<file path="config.mk">
export PLATFORM = sky130hd
export DESIGN_NAME = red_pitaya_fads_ctrl_flat
export DESIGN_NICKNAME = d
export VERILOG_FILES = /design/src/rtl/red_pitaya_fads_pkg.sv /design/src/rtl/red_pitaya_fads_ctrl_if.sv /design/src/rtl/red_pitaya_fads_meas.sv /design/src/rtl/red_pitaya_fads_ctrl.sv /design/src/flat_wrapper.sv
export SDC_FILE = /design/constraint.sdc
export NUM_CORES = 1
export LEC_CHECK = 0
export ABC_AREA = 1
export BUFFER_PORTS_ARGS = -buffer_cell sky130_fd_sc_hd__buf_2
export CORE_MARGIN = 2
export CORE_UTILIZATION = 31
export DETAILED_ROUTE_END_ITERATION = 8
export HOLD_SLACK_MARGIN = 0.05
export PLACE_DENSITY = 0.49
export SLEW_MARGIN = 20
export SYNTH_ARGS = -nofsm -noshare
export SYNTH_HDL_FRONTEND = slang
export SYNTH_SLANG_ARGS = --single-unit
</file>
<file path="constraint.sdc">
create_clock -name adc_clk_i -period 6.1 [get_ports adc_clk_i]
set_input_delay 0.61 -clock adc_clk_i [delete_from_list [all_inputs] [get_ports adc_clk_i]]
set_output_delay 0.61 -clock adc_clk_i [all_outputs]
set_load 0.02 [all_outputs]
</file>
<file path="src/rtl/red_pitaya_fads_pkg.sv">
// red_pitaya_fads_pkg: sequencer state encoding and default datapath widths.
package red_pitaya_fads_pkg;
   localparam int FADS_DW = 14;
   localparam int FADS_WW = 16;
   localparam int FADS_TW = 24;
   localparam int FADS_CW = 32;
   typedef enum logic [2:0] {IDLE, ARMED, IN_DROP, EVAL, DELAY, FIRE, HOLDOFF} fads_state_t;
endpackage

</file>
<file path="src/rtl/red_pitaya_fads_ctrl_if.sv">
// red_pitaya_fads_ctrl_if: ADC sample, housekeeping config and sort/measurement results.
interface red_pitaya_fads_ctrl_if #(
   parameter int DW = red_pitaya_fads_pkg::FADS_DW,
   parameter int WW = red_pitaya_fads_pkg::FADS_WW,
   parameter int TW = red_pitaya_fads_pkg::FADS_TW,
   parameter int CW = red_pitaya_fads_pkg::FADS_CW
);
   logic signed [DW-1:0] adc_a_i, cfg_det_thr_i, cfg_sort_thr_i, drop_peak_o;
   logic                 cfg_enable_i, cnt_clr_i, sort_trig_o, drop_valid_o, drop_sort_o, busy_o;
   logic [WW-1:0]        cfg_min_width_i, cfg_max_width_i, drop_width_o;
   logic [TW-1:0]        cfg_delay_i, cfg_pulse_len_i, cfg_holdoff_i;
   logic [CW-1:0]        cnt_drop_o, cnt_sort_o;
   modport master (
      output adc_a_i, cfg_enable_i, cfg_det_thr_i, cfg_sort_thr_i, cfg_min_width_i, cfg_max_width_i,
             cfg_delay_i, cfg_pulse_len_i, cfg_holdoff_i, cnt_clr_i,
      input  sort_trig_o, drop_valid_o, drop_width_o, drop_peak_o, drop_sort_o, cnt_drop_o, cnt_sort_o, busy_o
   );
   modport slave (
      input  adc_a_i, cfg_enable_i, cfg_det_thr_i, cfg_sort_thr_i, cfg_min_width_i, cfg_max_width_i,
             cfg_delay_i, cfg_pulse_len_i, cfg_holdoff_i, cnt_clr_i,
      output sort_trig_o, drop_valid_o, drop_width_o, drop_peak_o, drop_sort_o, cnt_drop_o, cnt_sort_o, busy_o
   );
endinterface

</file>
<file path="src/rtl/red_pitaya_fads_meas.sv">
// red_pitaya_fads_meas: droplet width counter (saturating) and signed peak tracker.
module red_pitaya_fads_meas
   import red_pitaya_fads_pkg::*;
#(
   parameter int DW = FADS_DW,
   parameter int WW = FADS_WW
) (
   input  logic                 i_clk,
   input  logic                 i_rst,
   input  logic                 i_start,
   input  logic                 i_run,
   input  logic signed [DW-1:0] i_value,
   output logic [WW-1:0]        o_width,
   output logic signed [DW-1:0] o_peak
);
   logic [WW-1:0]        r_width;
   logic signed [DW-1:0] r_peak;
   always_ff @(posedge i_clk) begin
      if (i_rst) begin
         r_width <= '0;
         r_peak  <= '0;
      end else if (i_start) begin
         r_width <= WW'(1);
         r_peak  <= i_value;
      end else if (i_run) begin
         r_width <= (&r_width) ? r_width : r_width + WW'(1);
         r_peak  <= (i_value > r_peak) ? i_value : r_peak;
      end
   end
   assign o_width = r_width;
   assign o_peak  = r_peak;
endmodule

</file>
<file path="src/rtl/red_pitaya_fads_ctrl.sv">
// red_pitaya_fads_ctrl: FADS droplet qualifier and sort-pulse sequencer.
module red_pitaya_fads_ctrl
   import red_pitaya_fads_pkg::*;
#(
   parameter int DW = FADS_DW,
   parameter int WW = FADS_WW,
   parameter int TW = FADS_TW,
   parameter int CW = FADS_CW
) (
   input  logic                   adc_clk_i,
   input  logic                   adc_rst_i,
   red_pitaya_fads_ctrl_if.slave  bus
);
   fads_state_t          r_state;
   logic signed [DW-1:0] r_adc_q, r_peak;
   logic [WW-1:0]        r_width;
   logic [TW-1:0]        r_cnt, r_delay, r_pulse, r_hold;
   logic [CW-1:0]        r_cnt_drop, r_cnt_sort;
   logic                 r_trig, r_valid, r_sort, r_busy;
   logic                 w_above, w_sort;
   logic [WW-1:0]        w_width;
   logic signed [DW-1:0] w_peak;
   assign w_above = r_adc_q > bus.cfg_det_thr_i;
   assign w_sort  = (bus.cfg_min_width_i <= w_width) && (w_width <= bus.cfg_max_width_i) &&
                    (w_peak >= bus.cfg_sort_thr_i);
   red_pitaya_fads_meas #(.DW(DW), .WW(WW)) u_meas (
      .i_clk(adc_clk_i), .i_rst(adc_rst_i),
      .i_start(r_state == ARMED && w_above), .i_run(r_state == IN_DROP && w_above),
      .i_value(r_adc_q), .o_width(w_width), .o_peak(w_peak)
   );
   always_ff @(posedge adc_clk_i) begin
      if (adc_rst_i) begin
         r_state <= IDLE;
         r_adc_q <= '0;
         {r_cnt, r_delay, r_pulse, r_hold, r_cnt_drop, r_cnt_sort} <= '0;
         {r_trig, r_valid, r_sort, r_busy, r_width, r_peak} <= '0;
      end else begin
         r_adc_q <= bus.adc_a_i;
         r_valid <= 1'b0;
         if (r_state == EVAL) r_cnt_drop <= r_cnt_drop + CW'(1);
         if (!bus.cfg_enable_i) begin
            r_state <= IDLE;
            r_trig  <= 1'b0;
            r_busy  <= 1'b0;
         end else begin
            case (r_state)
               IDLE: r_state <= ARMED;
               ARMED: if (w_above) begin
                  r_state <= IN_DROP;
                  r_busy  <= 1'b1;
               end
               IN_DROP: if (!w_above) begin
                  r_state <= EVAL;
                  r_valid <= 1'b1;
                  r_width <= w_width;
                  r_peak  <= w_peak;
                  r_sort  <= w_sort;
               end
               EVAL: begin
                  // timing config is frozen here for the rest of this droplet
                  r_delay <= bus.cfg_delay_i;
                  r_pulse <= (bus.cfg_pulse_len_i == '0) ? TW'(1) : bus.cfg_pulse_len_i;
                  r_hold  <= (bus.cfg_holdoff_i == '0) ? TW'(1) : bus.cfg_holdoff_i;
                  r_cnt   <= TW'(1);
                  r_state <= !r_sort ? HOLDOFF : (bus.cfg_delay_i == '0) ? FIRE : DELAY;
                  r_trig  <= r_sort && bus.cfg_delay_i == '0;
                  if (r_sort && bus.cfg_delay_i == '0) r_cnt_sort <= r_cnt_sort + CW'(1);
               end
               DELAY: if (r_cnt == r_delay) begin
                  r_state    <= FIRE;
                  r_trig     <= 1'b1;
                  r_cnt      <= TW'(1);
                  r_cnt_sort <= r_cnt_sort + CW'(1);
               end else r_cnt <= r_cnt + TW'(1);
               FIRE: if (r_cnt == r_pulse) begin
                  r_state <= HOLDOFF;
                  r_trig  <= 1'b0;
                  r_cnt   <= TW'(1);
               end else r_cnt <= r_cnt + TW'(1);
               HOLDOFF: if (r_cnt == r_hold) begin
                  r_state <= ARMED;
                  r_busy  <= 1'b0;
               end else r_cnt <= r_cnt + TW'(1);
               default: r_state <= IDLE;
            endcase
         end
         if (bus.cnt_clr_i) {r_cnt_drop, r_cnt_sort} <= '0;
      end
   end
   assign bus.sort_trig_o  = r_trig;
   assign bus.drop_valid_o = r_valid;
   assign bus.drop_width_o = r_width;
   assign bus.drop_peak_o  = r_peak;
   assign bus.drop_sort_o  = r_sort;
   assign bus.cnt_drop_o   = r_cnt_drop;
   assign bus.cnt_sort_o   = r_cnt_sort;
   assign bus.busy_o       = r_busy;
endmodule
</file>
<file path="src/flat_wrapper.sv">
// flat-port wrapper written by rule: the top's interface ports become plain ports
module red_pitaya_fads_ctrl_flat import red_pitaya_fads_pkg::*;
#(
   parameter int DW = FADS_DW,
   parameter int WW = FADS_WW,
   parameter int TW = FADS_TW,
   parameter int CW = FADS_CW
)
  (adc_clk_i, adc_rst_i, bus_adc_a_i, bus_cfg_enable_i, bus_cfg_det_thr_i, bus_cfg_sort_thr_i, bus_cfg_min_width_i, bus_cfg_max_width_i, bus_cfg_delay_i, bus_cfg_pulse_len_i, bus_cfg_holdoff_i, bus_cnt_clr_i, bus_sort_trig_o, bus_drop_valid_o, bus_drop_width_o, bus_drop_peak_o, bus_drop_sort_o, bus_cnt_drop_o, bus_cnt_sort_o, bus_busy_o);
  red_pitaya_fads_ctrl_if #(.DW(DW), .WW(WW), .TW(TW), .CW(CW)) bus_i ();
  input  logic adc_clk_i;
  input  logic adc_rst_i;
  input wire logic [$bits(bus_i.adc_a_i)-1:0] bus_adc_a_i;
  input wire logic [$bits(bus_i.cfg_enable_i)-1:0] bus_cfg_enable_i;
  input wire logic [$bits(bus_i.cfg_det_thr_i)-1:0] bus_cfg_det_thr_i;
  input wire logic [$bits(bus_i.cfg_sort_thr_i)-1:0] bus_cfg_sort_thr_i;
  input wire logic [$bits(bus_i.cfg_min_width_i)-1:0] bus_cfg_min_width_i;
  input wire logic [$bits(bus_i.cfg_max_width_i)-1:0] bus_cfg_max_width_i;
  input wire logic [$bits(bus_i.cfg_delay_i)-1:0] bus_cfg_delay_i;
  input wire logic [$bits(bus_i.cfg_pulse_len_i)-1:0] bus_cfg_pulse_len_i;
  input wire logic [$bits(bus_i.cfg_holdoff_i)-1:0] bus_cfg_holdoff_i;
  input wire logic [$bits(bus_i.cnt_clr_i)-1:0] bus_cnt_clr_i;
  output wire logic [$bits(bus_i.sort_trig_o)-1:0] bus_sort_trig_o;
  output wire logic [$bits(bus_i.drop_valid_o)-1:0] bus_drop_valid_o;
  output wire logic [$bits(bus_i.drop_width_o)-1:0] bus_drop_width_o;
  output wire logic [$bits(bus_i.drop_peak_o)-1:0] bus_drop_peak_o;
  output wire logic [$bits(bus_i.drop_sort_o)-1:0] bus_drop_sort_o;
  output wire logic [$bits(bus_i.cnt_drop_o)-1:0] bus_cnt_drop_o;
  output wire logic [$bits(bus_i.cnt_sort_o)-1:0] bus_cnt_sort_o;
  output wire logic [$bits(bus_i.busy_o)-1:0] bus_busy_o;
  assign bus_i.adc_a_i = bus_adc_a_i;
  assign bus_i.cfg_enable_i = bus_cfg_enable_i;
  assign bus_i.cfg_det_thr_i = bus_cfg_det_thr_i;
  assign bus_i.cfg_sort_thr_i = bus_cfg_sort_thr_i;
  assign bus_i.cfg_min_width_i = bus_cfg_min_width_i;
  assign bus_i.cfg_max_width_i = bus_cfg_max_width_i;
  assign bus_i.cfg_delay_i = bus_cfg_delay_i;
  assign bus_i.cfg_pulse_len_i = bus_cfg_pulse_len_i;
  assign bus_i.cfg_holdoff_i = bus_cfg_holdoff_i;
  assign bus_i.cnt_clr_i = bus_cnt_clr_i;
  assign bus_sort_trig_o = bus_i.sort_trig_o;
  assign bus_drop_valid_o = bus_i.drop_valid_o;
  assign bus_drop_width_o = bus_i.drop_width_o;
  assign bus_drop_peak_o = bus_i.drop_peak_o;
  assign bus_drop_sort_o = bus_i.drop_sort_o;
  assign bus_cnt_drop_o = bus_i.cnt_drop_o;
  assign bus_cnt_sort_o = bus_i.cnt_sort_o;
  assign bus_busy_o = bus_i.busy_o;
  red_pitaya_fads_ctrl #(.DW(DW), .WW(WW), .TW(TW), .CW(CW)) u_core (.adc_clk_i(adc_clk_i), .adc_rst_i(adc_rst_i), .bus(bus_i));
endmodule
</file>
==> summary.txt <==
Routing
  – Number of iterations in the first detailed-routing pass: 5
  – Routed Antenna Nets: 0
  – Total routed wirelength: 44300 um
  – Wire per inst: 15.2 um
  – Remaining DRCs: 0
  – Detailed-route via count: 13900
  – Vias per inst: around 4.8
  – DRT iter0 DRCs: 681

Worst setup path
  – CP peak stage delay: between 0.6 and 0.7 ns
  – Crit end category: flop
  – Critical path arrival: around 3.6 ns
  – Data required, critical path: 6.59 ns
  – Setup crit start kind: flop
  – Top delay family on crit path: simple AND/OR/NAND/NOR gates
  – Worst Path Buf+Inv: 3
  – CP Max Fanout: 31
  – Setup CP Type: flop to flop
  – Most frequent CP cell: nand2_1
  – Worst path cell trace: inv_2 -> nand2_1 -> nand2_1 -> nor2_1 -> nand2_1 -> nor2_1 -> nand3_1 -> nand2_1 -> nand3_1 -> buf_4 -> inv_2 -> nand2_1 -> a21oi_1
  – Critical path's slowest cell: dfxtp_1

Yosys
  – Synth top area share: between 30% and 40%
  – Post-Syn Area: ~0.014 mm2
  – Post-Syn Instances: ~2100
  – Synth unique cells: 46
  – Seq/Total Area, Yosys: 34.2%
  – Flops & latches, synth: between 200 and 250
  – Synth top area cells: dfxtp_1, nand2_1, nor2_1
  – Syn_nets: 2315
  – Area leader, netlist: dfxtp_1
  – Syn Area/Cell: ~6.8 um2
  – Synth warn: 0

Cells and area
  – Util after Layout: 37.0%
  – Total Nets Final: roughly 2500
  – Layout cells sized above 1: between 10 and 15%
  – Syn-to-layout area delta: 18.6%

Run
  – Max-Cap Viols: 0

Floorplanning
  – Initial Util: 31.2%
  – Row count: 78
  – Num ports: 248
  – CORE AREA: 0.0452 mm2
  – Die ar.: between 0.04 and 0.05 mm2
  – Die height: approximately 220 um
  – Die Width: approximately 220 um

STA
  – Headroom to the max-slew limit: a little under two fifths
  – Max-slew violation count: 0
  – Layout Skew: 0.0244 ns
  – Setup violators final: 0
  – Fmax: 324 MHz
  – Post-route minimum period: approximately 3.1 ns
  – Final Cycle Share: 50.6%
  – RSZ-0062 raised after global routing: false
  – Worst-Margin Slew: between 0.9 and 1 ns
  – Sum of negative setup slack: 0 ns
  – Final hold vios: 0

Clock network
  – CTS resizes: 0
  – CTS tree: yes
  – Hold_buf cts: 0
  – Post-CTS Setup Inserts: 0
  – Skew-Pair Late Insertion Delay: between 0.5 and 0.6 ns
  – CTS Sinks: approximately 240
  – CTS max path bufs: 3
  – Clk pin slew, worst setup/hold paths: ~0.060 ns
  – CTS H-tree depth: 1
  – Root buffer cell: clkbuf_16
  – Num CTS Buffers: 30

GRT
  – First-pass GRT wire length: about 71000 um
  – Total global routing overflow: 0
  – Global Route Usage Sum: between 15 and 20%
  – Initial antenna violation count: 2
  – Vias in the first global route: between 10000 and 15000
  – Pin count of the biggest net entering global routing: 94

Placed design
  – Dpl hpwl: about 33000 um
  – Port bufs: 247
  – Routability cong.: approximately 0.9

Run status
  – Outcome: finished clean

Power and ir drop
  – Power consumption: between 3 and 4 mW
  – Max VDD drop: between 150 and 200 uV
  – Leakage: just under 8 nW
  – Pwr Density: 227 mW/mm2

Worst hold path
  – Worst hold path type: primary input to flop
==> registers in the layout, summed over array words and instances (netlist names), 3 cells and up <==
signal                   flops
u_core.bus.cnt_drop_o       32
u_core.bus.cnt_sort_o       32
u_core.bus.drop_peak_o      14
u_core.bus.drop_width_o     16
u_core.r_adc_q              14
u_core.r_cnt                24
u_core.r_delay              24
u_core.r_hold               24
u_core.r_pulse              24
u_core.r_state               3
u_core.u_meas.o_peak        14
u_core.u_meas.o_width       16
==> worst register-to-register path: stages, from the launching register on <==
cell     delay (ns)
dfxtp_1        0.65
inv_2          0.18
nand2_1        0.09
nand2_1        0.05
nor2_1         0.12
nand2_1        0.06
nor2_1         0.14
nand3_1        0.38
nand2_1        0.25
nand3_1        0.12
buf_4          0.26
inv_2          0.43
nand2_1        0.10
a21oi_1        0.16
==> cell type report <==
class,instances,area [um2]
fillers,4953,28400
multi-input cells,1495,7860
flip-flops and latches,241,4820
repair buffers,254,1300
inverters,267,1000
clock buffers,46,881
well taps,600,751
clock inverters,10,116
diodes,1,2.50
==> cell usage in the layout, fill, tap and decap left out, types with 33 or more instances in the layout <==
cell,count
xor2_1,91
nor2_1,284
dfxtp_1,241
a21oi_1,185
inv_1,253
buf_2,247
nand3_1,94
o21ai_0,136
nor3_1,50
nand2_1,430
nand4_1,33
ha_1,78
==> where the power goes <==
group | internal (mW) | total (mW) | switching (mW)
Combinational | 0.132 | 0.362 | 0.230
Sequential | 1.60 | 1.63 | 0.0231
Clock | 1.07 | 1.81 | 0.740
Total | 2.81 | 3.80 | 0.993
==> logic make-up (layout without fill, tap and decap cells) <==
family                   after synthesis  in the layout  synth area share (%)
flip-flops                           241            241                  34.2
adder cells (fa/ha/maj)               78             78                  6.92
other                                  0              1                     0
AO/OA/AOI/OAI                        354            354                  13.1
XOR/XNOR                             102            102                  6.33
AND/OR/NAND/NOR                      961            961                  29.4
buffers and inverters                351            577                  10.1
==> routing by layer <==
layer / share of wire (%) / global-route usage [%]
met1: 46 / 24.7
met2: 46 / 30.9
met3: 5.5 / 2.80
met4: 2.1 / 4.93
met5: 0.032 / 0
==> worst paths after layout <==
kind	from	to	slack, ns	depth (start not counted)
max reg2reg	u_core.r_cnt[14]	u_core.bus.cnt_sort_o[16]	3.01	13
min	bus_adc_a_i[5]	u_core.r_adc_q[5]	0.24	3
min reg2reg	u_core.bus.busy_o	u_core.bus.busy_o	0.47	2
max	u_core.r_cnt[14]	u_core.bus.cnt_sort_o[16]	3.01	13
==> metrics by stage <==
step                std cells  hold WS [ns]  area (um2)  setup slack (ns)
floorplan                2087         0.444       14100              3.78
global placement         2856         0.452       15700              3.04
detailed placement       2856         0.455       15700              2.99
CTS                      2912         0.209       16700              3.02
global route             2913         0.229       16700              2.74
finish                   2914         0.242       16700              3.01
==> cells in the mapped netlist (all sizes together) <==
library cell / instances
nand2: 438
nor2: 292
inv: 265
dfxtp: 241
a21oi: 186
o21ai: 146
nand3: 98
xor2: 91
ha: 78
nor3: 52
buf: 51
nand4: 34
clkbuf: 33
nor4: 25
nand3b: 14
xnor2: 11
a211oi: 6
o211ai: 6
nor3b: 4
a31oi: 3
o21a: 3
o21bai: 3
clkinv: 2
or2: 2
a21o: 1
and3: 1
and3b: 1
No activity file was read; power rests on OpenSTA's default activity.
